===== src/rtl/counter_pkg.sv =====
// Shared constants and helpers for the modulo-N counter family.
// Direction encodings and a ceil-log2 used for parameter legality checks.
package counter_pkg;

    typedef enum logic {
        CNT_DOWN = 1'b0,
        CNT_UP   = 1'b1
    } cnt_dir_e;

    localparam int unsigned CNT_MAX_WIDTH = 32;

    // Smallest r with 2**r >= v; constant-foldable for elaboration checks.
    function automatic int unsigned clog2(input longint unsigned v);
        int unsigned r;
        r = 0;
        for (int i = 0; i < 63; i++) begin
            if ((64'd1 << i) < v) begin
                r = i + 1;
            end
        end
        return r;
    endfunction

endpackage


===== src/rtl/counter_next.sv =====
// Combinational next-count and wrap detection for counter_nbits.
// Up path uses a WIDTH+1 bit sum so MODULUS = 2**WIDTH never truncates.
module counter_next
    import counter_pkg::*;
#(
    parameter int unsigned WIDTH = 2
) (
    input  logic [WIDTH-1:0] i_a,
    input  logic             i_up,
    input  logic [WIDTH-1:0] i_max,
    output logic [WIDTH-1:0] o_nxt,
    output logic             o_wrap
);

    logic [WIDTH:0]   w_inc;
    logic [WIDTH:0]   w_mod;
    logic [WIDTH-1:0] w_dec;
    logic             w_wrap_up;
    logic             w_wrap_dn;

    assign w_inc     = {1'b0, i_a} + (WIDTH+1)'(1);
    assign w_mod     = {1'b0, i_max} + (WIDTH+1)'(1);
    assign w_dec     = i_a - WIDTH'(1);
    assign w_wrap_up = (w_inc == w_mod);
    assign w_wrap_dn = (i_a == '0);

    always_comb begin
        o_nxt  = i_a;
        o_wrap = 1'b0;
        if (i_up == CNT_UP) begin
            o_wrap = w_wrap_up;
            o_nxt  = w_wrap_up ? '0 : w_inc[WIDTH-1:0];
        end else if (i_up == CNT_DOWN) begin
            o_wrap = w_wrap_dn;
            o_nxt  = w_wrap_dn ? i_max : w_dec;
        end
    end

endmodule


===== src/rtl/counter_nbits.sv =====
// Modulo-N up/down counter with clear, terminal count and registered wrap.
// Define COUNTER_LOAD_EN to add the saturating parallel load (load/din).
module counter_nbits
    import counter_pkg::*;
#(
    parameter int unsigned     WIDTH   = 2,
    parameter longint unsigned MODULUS = 64'd1 << WIDTH
) (
    input  logic             clk,
    input  logic             rst_n,
    input  logic             en,
    input  logic             up,
    input  logic             clr,
`ifdef COUNTER_LOAD_EN
    input  logic             load,
    input  logic [WIDTH-1:0] din,
`endif
    output logic [WIDTH-1:0] A,
    output logic [WIDTH-1:0] Qn,
    output logic             tc,
    output logic             wrap
);

    localparam logic [WIDTH-1:0] MAX = WIDTH'(MODULUS - 64'd1);

    if (WIDTH < 1 || WIDTH > CNT_MAX_WIDTH) begin : g_bad_width
        $fatal(1, "counter_nbits: WIDTH out of range 1..32");
    end

    if (MODULUS < 2 || clog2(MODULUS) > WIDTH) begin : g_bad_mod
        $fatal(1, "counter_nbits: MODULUS out of range 2..2**WIDTH");
    end

    logic [WIDTH-1:0] r_a;
    logic             r_wrap;
    logic [WIDTH-1:0] w_nxt;
    logic             w_wrap;

    counter_next #(
        .WIDTH (WIDTH)
    ) u_next (
        .i_a    (r_a),
        .i_up   (up),
        .i_max  (MAX),
        .o_nxt  (w_nxt),
        .o_wrap (w_wrap)
    );

`ifdef COUNTER_LOAD_EN
    logic [WIDTH-1:0] w_load_val;

    assign w_load_val = (din > MAX) ? MAX : din;
`endif

    always_ff @(posedge clk or negedge rst_n) begin
        if (!rst_n) begin
            r_a    <= '0;
            r_wrap <= 1'b0;
        end else if (clr) begin
            r_a    <= '0;
            r_wrap <= 1'b0;
`ifdef COUNTER_LOAD_EN
        end else if (load) begin
            r_a    <= w_load_val;
            r_wrap <= 1'b0;
`endif
        end else if (en) begin
            r_a    <= w_nxt;
            r_wrap <= w_wrap;
        end else begin
            r_wrap <= 1'b0;
        end
    end

    assign A    = r_a;
    assign Qn   = ~r_a;
    assign wrap = r_wrap;
    assign tc   = (up == CNT_UP) ? (r_a == MAX) : (r_a == '0);

endmodule

===== config.mk =====
export PLATFORM = sky130hd
export DESIGN_NAME = counter_nbits
export DESIGN_NICKNAME = d
export VERILOG_FILES = /design/src/rtl/counter_pkg.sv /design/src/rtl/counter_next.sv /design/src/rtl/counter_nbits.sv
export SDC_FILE = /design/constraint.sdc
export NUM_CORES = 1
export LEC_CHECK = 0
export CORE_AREA = 4 4 41 43
export CTS_BUF_LIST = sky130_fd_sc_hd__clkbuf_16
export CTS_CLUSTER_DIAMETER = 200
export DETAILED_ROUTE_END_ITERATION = 10
export DIE_AREA = 0 0 45 47
export PLACE_DENSITY_LB_ADDON = 0.12
export SETUP_SLACK_MARGIN = 0.15
export SYNTH_ARGS = -nofsm -noshare
export SYNTH_HDL_FRONTEND = slang
export SYNTH_SLANG_ARGS = --single-unit

===== constraint.sdc =====
create_clock -name clk -period 1.4 [get_ports clk]
set_input_delay 0.21 -clock clk [delete_from_list [all_inputs] [get_ports clk]]
set_output_delay 0.21 -clock clk [all_outputs]
set_load 0.005 [all_outputs]

* Yosys cells after proc, flatten, opt, wreduce, memory -nomap -nowiden
Index checks and enable logic that the tools add are counted.
** Storage, ports and cells
- Register bits after elaboration :: 3
- Bits in latches :: 0
- RAM bits :: 0
- ROM bits :: 0
- Input port bits :: 5
- Output and inout port bits :: 6
- Logic and storage cells :: 18
- Memories kept :: 0
** Operators by class
- Add/sub/neg operators :: 2
- Multiply operators :: 0
- Divide/modulo/power cells :: 0
- Magnitude comparators :: 0
- Eq/ne operators :: 2
- Shift-type cells :: 0
- Muxes and demuxes :: 9
- Bitwise operators :: 1
- Reductions and logical operators :: 2
** Operators by type and width (number)
- $mux W2 :: 5
- $mux W1 :: 4
- $add A2 B1 Y3 const B :: 1
- $eq A3 B3 Y1 const B :: 1
- $eq A2 B2 Y1 const B :: 1
- $logic_not A2 Y1 :: 1
- $not A2 Y2 :: 1
- $reduce_bool A2 Y1 :: 1
- $sub A2 B1 Y2 const B :: 1

* Logic depth before layout (Yosys ltp)
Gate-level depths: netlist (run 1).
- Depth in word-level cells :: 6
- Gate-level depth with buffers :: 5
- Depth with buffers taken out :: 5

* Cells and area by module
From an unflattened synthesis (run 1), not the netlist that was laid out.
** Second synthesis, totals
- Cell total of the unflattened synthesis :: 33
- Area, all modules :: 270.3 sq um
** Modules (own cells, without submodules)
- counter_nbits :: times used 1, cells an instance 15, area an instance 136.4 sq um, seq. area each 75.1 sq um
- counter_next :: times used 1, cells an instance 18, area an instance 133.9 sq um, seq. area each 0.0 sq um

* Least setup slack after synthesis (run 1)
OpenSTA, ideal clock, no wires.
- Path type :: register -> register
- Start :: reg r_a[0] (netlist: A[0])
- End :: reg r_wrap (netlist: wrap)
- Library setup time :: 120 ps
- Arrival time :: 1114 ps
- Required time :: 1280 ps
- Setup slack :: 166 ps
- Stages on the path, launching flop included :: 5
- Path buffers :: 0
- Period minus slack after synthesis :: 1234 ps
- Cells stage by stage :: dfrtp_1 inv_1 ha_1 mux2_4 and3b_1
** On the way
- Cells in the longest elaborated chain, start to end :: 5
- Elaborated cells between the ends (all ways) :: 6
- Those cells by class :: 1 x add/sub; 1 x eq/ne; 3 x mux; 1 x reduce/logical
** RTL lines
- from (decl) :: RTL line counter_nbits.sv:34 : logic [WIDTH-1:0] r_a;
- from (signal assigned) :: RTL line counter_nbits.sv:68 : r_a <= w_nxt;
- $add A2 B1 Y3 :: RTL line counter_next.sv:21 : assign w_inc = {1'b0, i_a} + (WIDTH+1)'(1);
- $eq A3 B3 Y1 :: RTL line counter_next.sv:24 : assign w_wrap_up = (w_inc == w_mod);
- $mux W1 * :: RTL line counter_next.sv:30 : if (i_up == CNT_UP) begin
- $mux W1 * :: RTL line counter_nbits.sv:67 : end else if (en) begin
- $mux W1 * :: RTL line counter_nbits.sv:59 : end else if (clr) begin
- to (signal assigned) :: RTL line counter_nbits.sv:69 : r_wrap <= w_wrap;
- to (decl) :: RTL line counter_nbits.sv:35 : logic r_wrap;
Mark *: on every way between the ends. The rest lies on a longest branch, timed or not.
A chain may end at the register's enable or synchronous reset.

* Worst setup path after layout (run 1)
- Start :: reg r_a[0] (netlist: A[0])
- End :: out tc
** On the way
- Cells in the longest elaborated chain, start to end :: 2
- Elaborated cells between the ends (all ways) :: 3
- Those cells by class :: 1 x eq/ne; 1 x mux; 1 x reduce/logical
** RTL lines
- $eq A2 B2 Y1 / $logic_not A2 Y1 (equally long branches) :: RTL line counter_nbits.sv:78 : assign tc = (up == CNT_UP) ? (r_a == MAX) : (r_a == '0);
- $mux W1 * :: RTL line counter_nbits.sv:78
- to (decl) :: RTL line counter_nbits.sv:20 : output logic tc,
Marked as above.

==> out/qor.csv, run 1 <==
stage;metric;value;unit
routing;via_count;206;
logic_synthesis;yosysSeqAreaShare;0.405;
placement;hpwlAfterDp;422;µm
cts;hold_buffers;0;
setup_path;crit_fanout;3;
floorplan;ios;11;
floorplan;dieArea;0.00212;mm²
flow_run;drv_cap;0;
cells_and_area;layout-drive-gt1-share;0.553;
timing;rsz0062_at_grt;yes;
timing;fin_ws;-63.2;ps
setup_path;critical_path.top_delay_family;flip-flops;
cells_and_area;fin_nets;46;
logic_synthesis;syn_area;185;µm²
logic_synthesis;synth_cell_types;11;
global_route;gr-total-overflow;0;
pwr;p_clk_frac;0.637;
cells_and_area;area_delta_synth_final;157;%
pwr;cellPowerDensity;1470;mW/mm²
floorplan;placement_rows;13;
cts;clock_latency;220;ps
floorplan;start_util;0.142;
pwr;p_switching;0.000135;W
timing;holdWs;175;ps
cts;clock_tree.root_cell;clkbuf_16;
logic_synthesis;yosysWarningCount;0;
timing;period_needed;1460;ps
logic_synthesis;syn_inst;16;
logic_synthesis;syn-num-nets;23;
pwr;p_int;0.000563;W
routing;drt_iter0_drc;2;
logic_synthesis;synth-seq-cells;3;
global_route;grtUsageTotal;0.0728;
pwr;netSwitchingFraction;0.193;
cts;clock_sinks;3;
placement;portBuffers;10;
global_route;grt_pass1_vias;241;
cts;cts_buffer_depth;2;
placement;place_congestion;0.669;
setup_path;critical_path_class;reg2out;
pwr;comb_power_share;0.217;
min_path;hold_class;in2async;
routing;firstDrtPassIters;2;
setup_path;cp_slowest_cell;dfrtp_1;
timing;tightest_slew;178;ps
run_status;violations;negative setup slack;
logic_synthesis;avgSynthCellArea;11.6;µm²
setup_path;crit_chain;inv_2, ha_4, mux2_4, buf_6;
setup_path;required;1190;ps
routing;wirelength;623;µm
cells_and_area;n_antenna_cell;0;
timing;setup_viol;1;
cts;cts_tree;done;
setup_path;r2r_setup_slack;170;ps
timing;skew;0.292;ps
timing;finalHoldViolCount;0;
pwr;p_seq_frac;0.146;
global_route;grt_max_degree;5;
cts;htree_levels;1;
global_route;grt_antenna_before_repair;0;
pwr;ir_worst_vdd;0.000444;V
cts;cts_made_buffers;3;
timing;slew_violations;0;
cts;clk_pin_slew_worst_paths;30;ps
timing;max_slew_margin;0.881;
setup_path;critPathArrivalTime;1250;ps
floorplan;die_x;45;µm
setup_path;startpoint_type;register;
setup_path;crit_path_max_incr_delay;400;ps
routing;wl_per_cell;11.8;µm
floorplan;fp.dieH;47;µm
pwr;leakagePower;0.256;nW
timing;fin_crit_sh;1.05;
setup_path;endpoint_kind;primary output;
run_status;status;complete, but fails checks;
placement;dp.cells;46;
routing;via_per_inst;3.89;
routing;route.detailed.drc;0;
setup_path;crit_buf_inv;2;
cells_and_area;fin_cells;53;
cells_and_area;fin_util;0.366;
global_route;grt_first_pass_wirelength;966;µm
routing;drtAntennaViolNets;0;
timing;max_freq;0.683;GHz
floorplan;core;0.00130;mm²
## per-stage QoR
stage               area, µm²  setup slack (ps)  TNS, ps  power, W
CTS                       455             -74.7     -140  0.000694
global route              477              -101     -101  0.000725
floorplan                 185               166        0  0.000143
detailed placement        342              -297     -297  0.000221
finish                    477             -63.2    -63.2  0.000698
global placement          342              -282     -282  0.000220
## layout make-up
type	count	area [µm²]
fillers	149	825
clock buffers	3	75.1
inverters	2	7.51
clock inverters	1	3.75
multi-input cells	11	118
repair buffers	18	179
well taps	15	18.8
flip-flops and latches	3	75.1
## placed cells by master, fill, tap and decap left out
| cell | netlist | final |
|---|---|---|
| and3b_1 | 1 | 1 |
| buf_4 | 0 | 4 |
| buf_6 | 0 | 7 |
| clkbuf_16 | 0 | 3 |
| clkbuf_2 | 0 | 1 |
| clkdlybuf4s50_1 | 0 | 4 |
| dfrtp_1 | 3 | 3 |
| dlymetal6s2s_1 | 0 | 2 |
| ha_2 | 0 | 1 |
| ha_4 | 0 | 1 |
| inv_1 | 2 | 1 |
| inv_2 | 0 | 2 |
| mux2_4 | 1 | 1 |
| mux2i_1 | 1 | 1 |
| nor2_1 | 2 | 2 |
| nor2b_1 | 1 | 1 |
| nor3_2 | 1 | 1 |
| o221a_1 | 1 | 1 |
| xnor2_1 | 1 | 1 |
## synth_stat cells (all sizes together)
cell / instances / area share
inv: 2 / 0.041
xnor2: 1 / 0.047
dfrtp: 3 / 0.41
ha: 2 / 0.14
nor2: 2 / 0.041
and3b: 1 / 0.047
mux2: 1 / 0.081
nor2b: 1 / 0.034
mux2i: 1 / 0.054
o221a: 1 / 0.061
nor3: 1 / 0.054
## worst paths after layout
check / to / startpoint / depth (start not counted)
setup reg to reg: A[0] / A[0] / 5
hold reg to reg: A[0] / A[0] / 3
setup / recovery: tc / A[0] / 4
min in group clk: A[1] / clr / 2
hold / removal: A[0] / rst_n / 1
max in group asynchronous: A[1] / rst_n / 1
## what timing repair did
item	in CTS	in global routing
setup endpoints to repair	7	7
setup buffers	3	0
endpoints found under the hold margin	0	0
pin swaps	0	1
gates resized for setup	21	8
## power groups by stage
| stage | Sequential (W) | Clock (W) | Combinational, W |
|---|---|---|---|
| floorplan | 0.000103 | 0 | 0.0000397 |
| global placement | 0.000103 | 0 | 0.000117 |
| detailed placement | 0.000104 | 0 | 0.000117 |
| CTS | 0.000102 | 0.000450 | 0.000142 |
| global route | 0.000104 | 0.000457 | 0.000164 |
| finish | 0.000102 | 0.000445 | 0.000152 |
## sequential cells by signal, summed over array words and instances (netlist names)
register,flops
wrap,1
A,2
## layer usage
layer / wire length (µm) / vias up / track usage
li1: - / 97 / -
met1: 267 / 98 / 0.0732
met2: 284 / 9 / 0.0989
met3: 58 / 2 / 0.0383
met4: 12 / 0 / 0.0877
met5: 0 / - / 0
## cell families (layout without fill, tap and decap cells)
family | after synthesis | after routing | share of synthesized area
AND/OR/NAND/NOR | 5 | 5 | 0.176
multiplexers | 2 | 2 | 0.135
buffers and inverters | 2 | 24 | 0.0406
flip-flops | 3 | 3 | 0.405
AO/OA/AOI/OAI | 1 | 1 | 0.0608
XOR/XNOR | 1 | 1 | 0.0473
adder cells (fa/ha/maj) | 2 | 2 | 0.135
No activity file was read; power rests on OpenSTA's default activity.
==> run 2: changes to the inputs <==
Settings changed: SETUP_SLACK_MARGIN 0.15 to not set, SLEW_MARGIN set to 15.
==> out/qor.csv, run 2 (synthesis gave the netlist of run 1 again) <==
stage;metric;value;unit;change
run_status;status;complete, but fails checks;;
run_status;violations;negative setup slack;;
setup_path;crit_chain;inv_2, ha_4, mux2_4, buf_6;;
cts;clk_pin_slew_worst_paths;30;ps;about the same
setup_path;critical_path_class;reg2out;;
timing;max_slew_margin;0.881;;about the same
cells_and_area;fill_cells;149;;unchanged
global_route;grt_first_pass_wirelength;938;µm;-2.9%
flow_run;drv_cap;0;;unchanged
placement;dp_slack;-297;ps;unchanged
cts;htree_levels;1;;unchanged
timing;skew;0.488;ps;+0.196 ps
floorplan;dieArea;0.00212;mm²;unchanged
pwr;leakagePower;0.229;nW;-11%
floorplan;fp.dieH;47;µm;unchanged
pwr;ir_worst_vdd;0.000407;V;-8.4%
cts;clock_tree.root_cell;clkbuf_16;;
floorplan;die_x;45;µm;unchanged
routing;wl_per_cell;11.3;µm;-3.5%
timing;finalHoldViolCount;0;;unchanged
min_path;hold_class;in2async;;
global_route;grt_max_degree;5;;unchanged
cells_and_area;fin_cells;52;;-1.9%
cts;cts_tree;done;;
floorplan;core;0.00130;mm²;unchanged
timing;fin_crit_sh;1.05;;about the same
setup_path;endpoint_kind;primary output;;
setup_path;crit_end;tc;;
setup_path;path_depth;4;;unchanged
cts;clock_latency;220;ps;about the same
setup_path;required;1190;ps;about the same
cts;hold_buffers;0;;unchanged
pwr;cellPowerDensity;1490;mW/mm²;+1.8%
routing;drt_iter0_drc;3;;+1
cells_and_area;n_antenna_cell;0;;unchanged
setup_path;cp_slowest_cell;dfrtp_1;;
setup_path;startpoint;A[0];;
setup_path;crit_fanout;3;;unchanged
global_route;grtUsageTotal;0.0713;;-0.00158
setup_path;reg2reg_depth;5;;unchanged
placement;portBuffers;10;;unchanged
routing;route.detailed.drc;0;;unchanged
placement;dpl_cell_area;342;µm²;unchanged
cts;cts_made_buffers;3;;unchanged
timing;tightest_slew;178;ps;-0.125 ps
routing;via_per_inst;3.88;;about the same
cells_and_area;layout-drive-gt1-share;0.459;;-0.0932
global_route;gr-total-overflow;0;;unchanged
cts;cts_buffer_depth;2;;unchanged
cells_and_area;finalInstanceArea;454;µm²;-4.7%
cells_and_area;layout_common_cells;6 x buf_4, 5 x clkdlybuf4s50_1, 3 x dfrtp_1, 3 x clkbuf_16, 3 x dlygate4sd2_1;;
global_route;grt_pass1_vias;238;;-1.2%
routing;firstDrtPassIters;2;;unchanged
timing;setup_viol;1;;unchanged
floorplan;placement_rows;13;;unchanged
cells_and_area;fin_nets;45;;-2.2%
cells_and_area;largest_reg_flops;2;;unchanged
floorplan;start_util;0.142;;unchanged
setup_path;startpoint_type;register;;
setup_path;r2r_end;A[0];;
setup_path;critical_path.top_delay_family;flip-flops;;
placement;place_congestion;0.669;;unchanged
cells_and_area;area_delta_synth_final;145;%;
setup_path;crit_buf_inv;2;;unchanged
routing;wirelength;590;µm;-5.3%
setup_path;critPathArrivalTime;1250;ps;about the same
timing;period_needed;1460;ps;-0.0639 ps
setup_path;crit_path_max_incr_delay;400;ps;about the same
setup_path;reg2reg_from;A[0];;
routing;drtAntennaViolNets;0;;unchanged
global_route;grt_antenna_before_repair;0;;unchanged
routing;via_count;202;;-1.9%
cts;clock_sinks;3;;unchanged
placement;dp.cells;46;;unchanged
floorplan;ios;11;;unchanged
cells_and_area;layout_commonest_cell;buf_4;;
placement;hpwlAfterDp;422;µm;unchanged
timing;slew_violations;0;;unchanged
timing;fin_ws;-63.2;ps;+0.0639 ps
setup_path;r2r_setup_slack;160;ps;about the same
timing;rsz0062_at_grt;yes;;
timing;max_freq;0.683;GHz;about the same
[run 2: cell types whose count changed in the layout (fill, tap and decap cells not counted)]
| cell | previous run | this run |
|---|---|---|
| dlygate4sd2_1 | 0 | 3 |
| clkdlybuf4s50_1 | 4 | 5 |
| clkbuf_2 | 1 | 0 |
| buf_4 | 4 | 6 |
| dlymetal6s2s_1 | 2 | 1 |
| buf_6 | 7 | 2 |
[run 2: report_power, final]
| part | switching (W) | internal [W] |
|---|---|---|
| combinational | 0.0000457 | 0.0000855 |
| clock | 0.0000761 | 0.000368 |
| sequential | 0.00000757 | 0.0000947 |
[run 2: cell type report]
type	count	area, µm²	area share
timing repair buffer	17	156	0.344
clock buffer	3	75.1	0.165
multi-input combinational	11	118	0.259
tap	15	18.8	0.0413
inverter	2	7.51	0.0165
sequential	3	75.1	0.165
clock inverter	1	3.75	0.00826
[run 2: how the worst min path moves through the flow]
stage / startpoint / to / slack [ps] / depth (start not counted)
floorplan: rst_n / A[0] / -90 / 0
global placement: rst_n / A[1] / 400 / 1
detailed placement: rst_n / wrap / 410 / 1
CTS: rst_n / A[0] / 180 / 1
global route: rst_n / wrap / 190 / 1
finish: rst_n / A[0] / 170 / 1
[run 2: per-layer routing]
| metal | global-route usage | vias to the layer above | part of all wire |
|---|---|---|---|
| met5 | 0 | - | 0 |
| met4 | 0.0877 | 0 | 0.020 |
| met3 | 0.0383 | 2 | 0.095 |
| met2 | 0.0989 | 9 | 0.44 |
| met1 | 0.0686 | 94 | 0.44 |
| li1 | - | 97 | - |
[run 2: through the flow]
stage | TNS [ps] | hold slack [ps] | utilization | total power (W)
6_report | -63.2 | 173 | 0.349 | 0.000678
5_1_grt | -98.9 | 191 | 0.349 | 0.000703
4_1_cts | -145 | 176 | 0.339 | 0.000680
3_5_place_dp | -297 | 407 | 0.263 | 0.000221
3_3_place_gp | -282 | 402 | 0.263 | 0.000220
2_1_floorplan | 0 | -85.6 | - | 0.000143
[run 2: repair_timing]
item                                    in CTS  in global routing
setup buffers                                2                  0
pin swaps                                    0                  1
resized for setup                           12                  3
endpoints found under the setup margin       4                  2
==> run 3: changes to the inputs <==
Clock period 1.4 ns to 1.8 ns, I/O delays scaled along.
==> out/qor.csv, run 3 (synthesis gave the netlist of run 1 again) <==
stage;metric;value;unit;change
timing;fin_crit_sh;0.944;;
routing;route.detailed.drc;0;;unchanged
routing;drtAntennaViolNets;0;;unchanged
min_path;hold_class;in2async;;
timing;skew;0.357;ps;-0.131 ps
flow_run;drv_cap;0;;unchanged
floorplan;fp.dieH;47;µm;unchanged
routing;via_per_inst;3.60;;-7.4%
cts;clock_sinks;3;;unchanged
global_route;gr-total-overflow;0;;unchanged
timing;max_slew_margin;0.914;;+0.0324
setup_path;critPathArrivalTime;1430;ps;+180 ps
setup_path;endpoint_kind;primary output;;
cells_and_area;fill_cells;146;;-2.0%
cts;cts_buffer_depth;2;;unchanged
floorplan;die_x;45;µm;unchanged
setup_path;startpoint_type;register;;
timing;period_needed;1700;ps;
pwr;ir_worst_vdd;0.000288;V;-29%
pwr;cellPowerDensity;1270;mW/mm²;-15%
floorplan;core;0.00130;mm²;unchanged
floorplan;ios;11;;unchanged
timing;finalHoldViolCount;0;;unchanged
timing;fin_setup_tns;0;ps;+63.2 ps
cells_and_area;largest_reg_flops;2;;unchanged
setup_path;r2r_end;wrap;;
timing;max_freq;0.589;GHz;
cts;cts_made_buffers;3;;unchanged
pwr;leakagePower;0.190;nW;-17%
cells_and_area;area_delta_synth_final;114;%;
cells_and_area;finalInstanceArea;397;µm²;-13%
floorplan;start_util;0.142;;unchanged
global_route;grt_max_degree;5;;unchanged
global_route;grt_antenna_before_repair;0;;unchanged
placement;portBuffers;10;;unchanged
routing;wirelength;488;µm;-17%
routing;drt_iter0_drc;1;;-2
cts;htree_levels;1;;unchanged
timing;slew_violations;0;;unchanged
placement;hpwlAfterDp;372;µm;-12%
global_route;grt_first_pass_wirelength;869;µm;-7.4%
setup_path;critical_path_class;reg2out;;
cts;clk_pin_slew_worst_paths;30;ps;about the same
cts;clock_tree.root_cell;clkbuf_16;;
cells_and_area;fin_nets;40;;-11%
setup_path;crit_fanout;4;;+1
timing;rsz0062_at_grt;no;;
timing;tightest_slew;126;ps;-51.7 ps
cts;cts_setup_buffers;0;;-2
placement;place_congestion;0.635;;-5.0%
cts;cts_tree;done;;
setup_path;r2r_setup_slack;580;ps;+420 ps
placement;dpl_cell_area;319;µm²;-6.6%
global_route;grt_pass1_vias;202;;-15%
routing;firstDrtPassIters;2;;unchanged
setup_path;reg2reg_depth;4;;-1
setup_path;reg2reg_from;A[0];;
cells_and_area;layout_commonest_cell;clkdlybuf4s50_1;;
cells_and_area;layout-drive-gt1-share;0.219;;-0.241
setup_path;required;1530;ps;+340 ps
run_status;status;complete, no violations;;
timing;setup_viol;0;;-1
cts;clock_latency;220;ps;about the same
cells_and_area;n_antenna_cell;0;;unchanged
floorplan;dieArea;0.00212;mm²;unchanged
routing;wl_per_cell;10.4;µm;-8.5%
floorplan;placement_rows;13;;unchanged
global_route;grtUsageTotal;0.0672;;-0.00401
cells_and_area;layout_common_cells;9 x clkdlybuf4s50_1, 3 x dfrtp_1, 3 x inv_1, 3 x clkbuf_16;;
routing;via_count;169;;-16%
==> run 3: metal layers <==
layer | GRT usage | up-vias | wire, µm
met4 | 0.0877 | 0 | 27
li1 | - | 86 | -
met3 | 0.0498 | 4 | 63
met5 | 0 | - | 0
met1 | 0.0685 | 67 | 227
met2 | 0.0763 | 12 | 170
==> run 3: layout make-up <==
| class | count | area (µm²) | share of cell area |
|---|---|---|---|
| Multi-Input combinational cell | 11 | 103 | 0.259 |
| Timing Repair Buffer | 12 | 114 | 0.287 |
| Sequential cell | 3 | 75.1 | 0.189 |
| Inverter | 2 | 7.51 | 0.0189 |
| Tap cell | 15 | 18.8 | 0.0473 |
| Clock inverter | 1 | 3.75 | 0.00946 |
| Clock buffer | 3 | 75.1 | 0.189 |
==> run 3: where the power goes <==
part            total, W  internal [W]  switching [W]
sequential     0.0000792     0.0000737     0.00000552
clock           0.000346      0.000286      0.0000598
combinational  0.0000769     0.0000499      0.0000270
==> run 3: worst max path at each step <==
stage	from	cells past startpoint	endpoint
2_1_floorplan	A[0]	4	wrap
3_3_place_gp	up	3	tc
3_5_place_dp	up	3	tc
4_1_cts	A[0]	4	tc
5_1_grt	A[0]	4	tc
6_report	A[0]	4	tc
==> run 3: critical path, stage by stage, from the launching register on <==
cell	delay, ps
dfrtp_1	380
inv_1	70
ha_1	210
mux2_4	280
dlygate4sd2_1	260
==> run 3: stage by stage <==
stage,utilization,hold WS (ps),instances,setup slack [ps],total power (W)
final,0.305,228,47,102,0.000502
after global routing,0.305,243,47,20.9,0.000532
after CTS,0.305,230,47,79.9,0.000510
after detailed placement,0.245,461,43,8.90,0.000160
after global placement,0.245,462,43,3.87,0.000161
after floorplan,-,-25.6,16,566,0.000111
==> run 3: what timing repair did <==
action,4_1_cts,5_1_grt
setup endpoints to repair,1,0
endpoints found under the hold margin,0,0
gates resized for setup,1,0
hold buffers,0,0
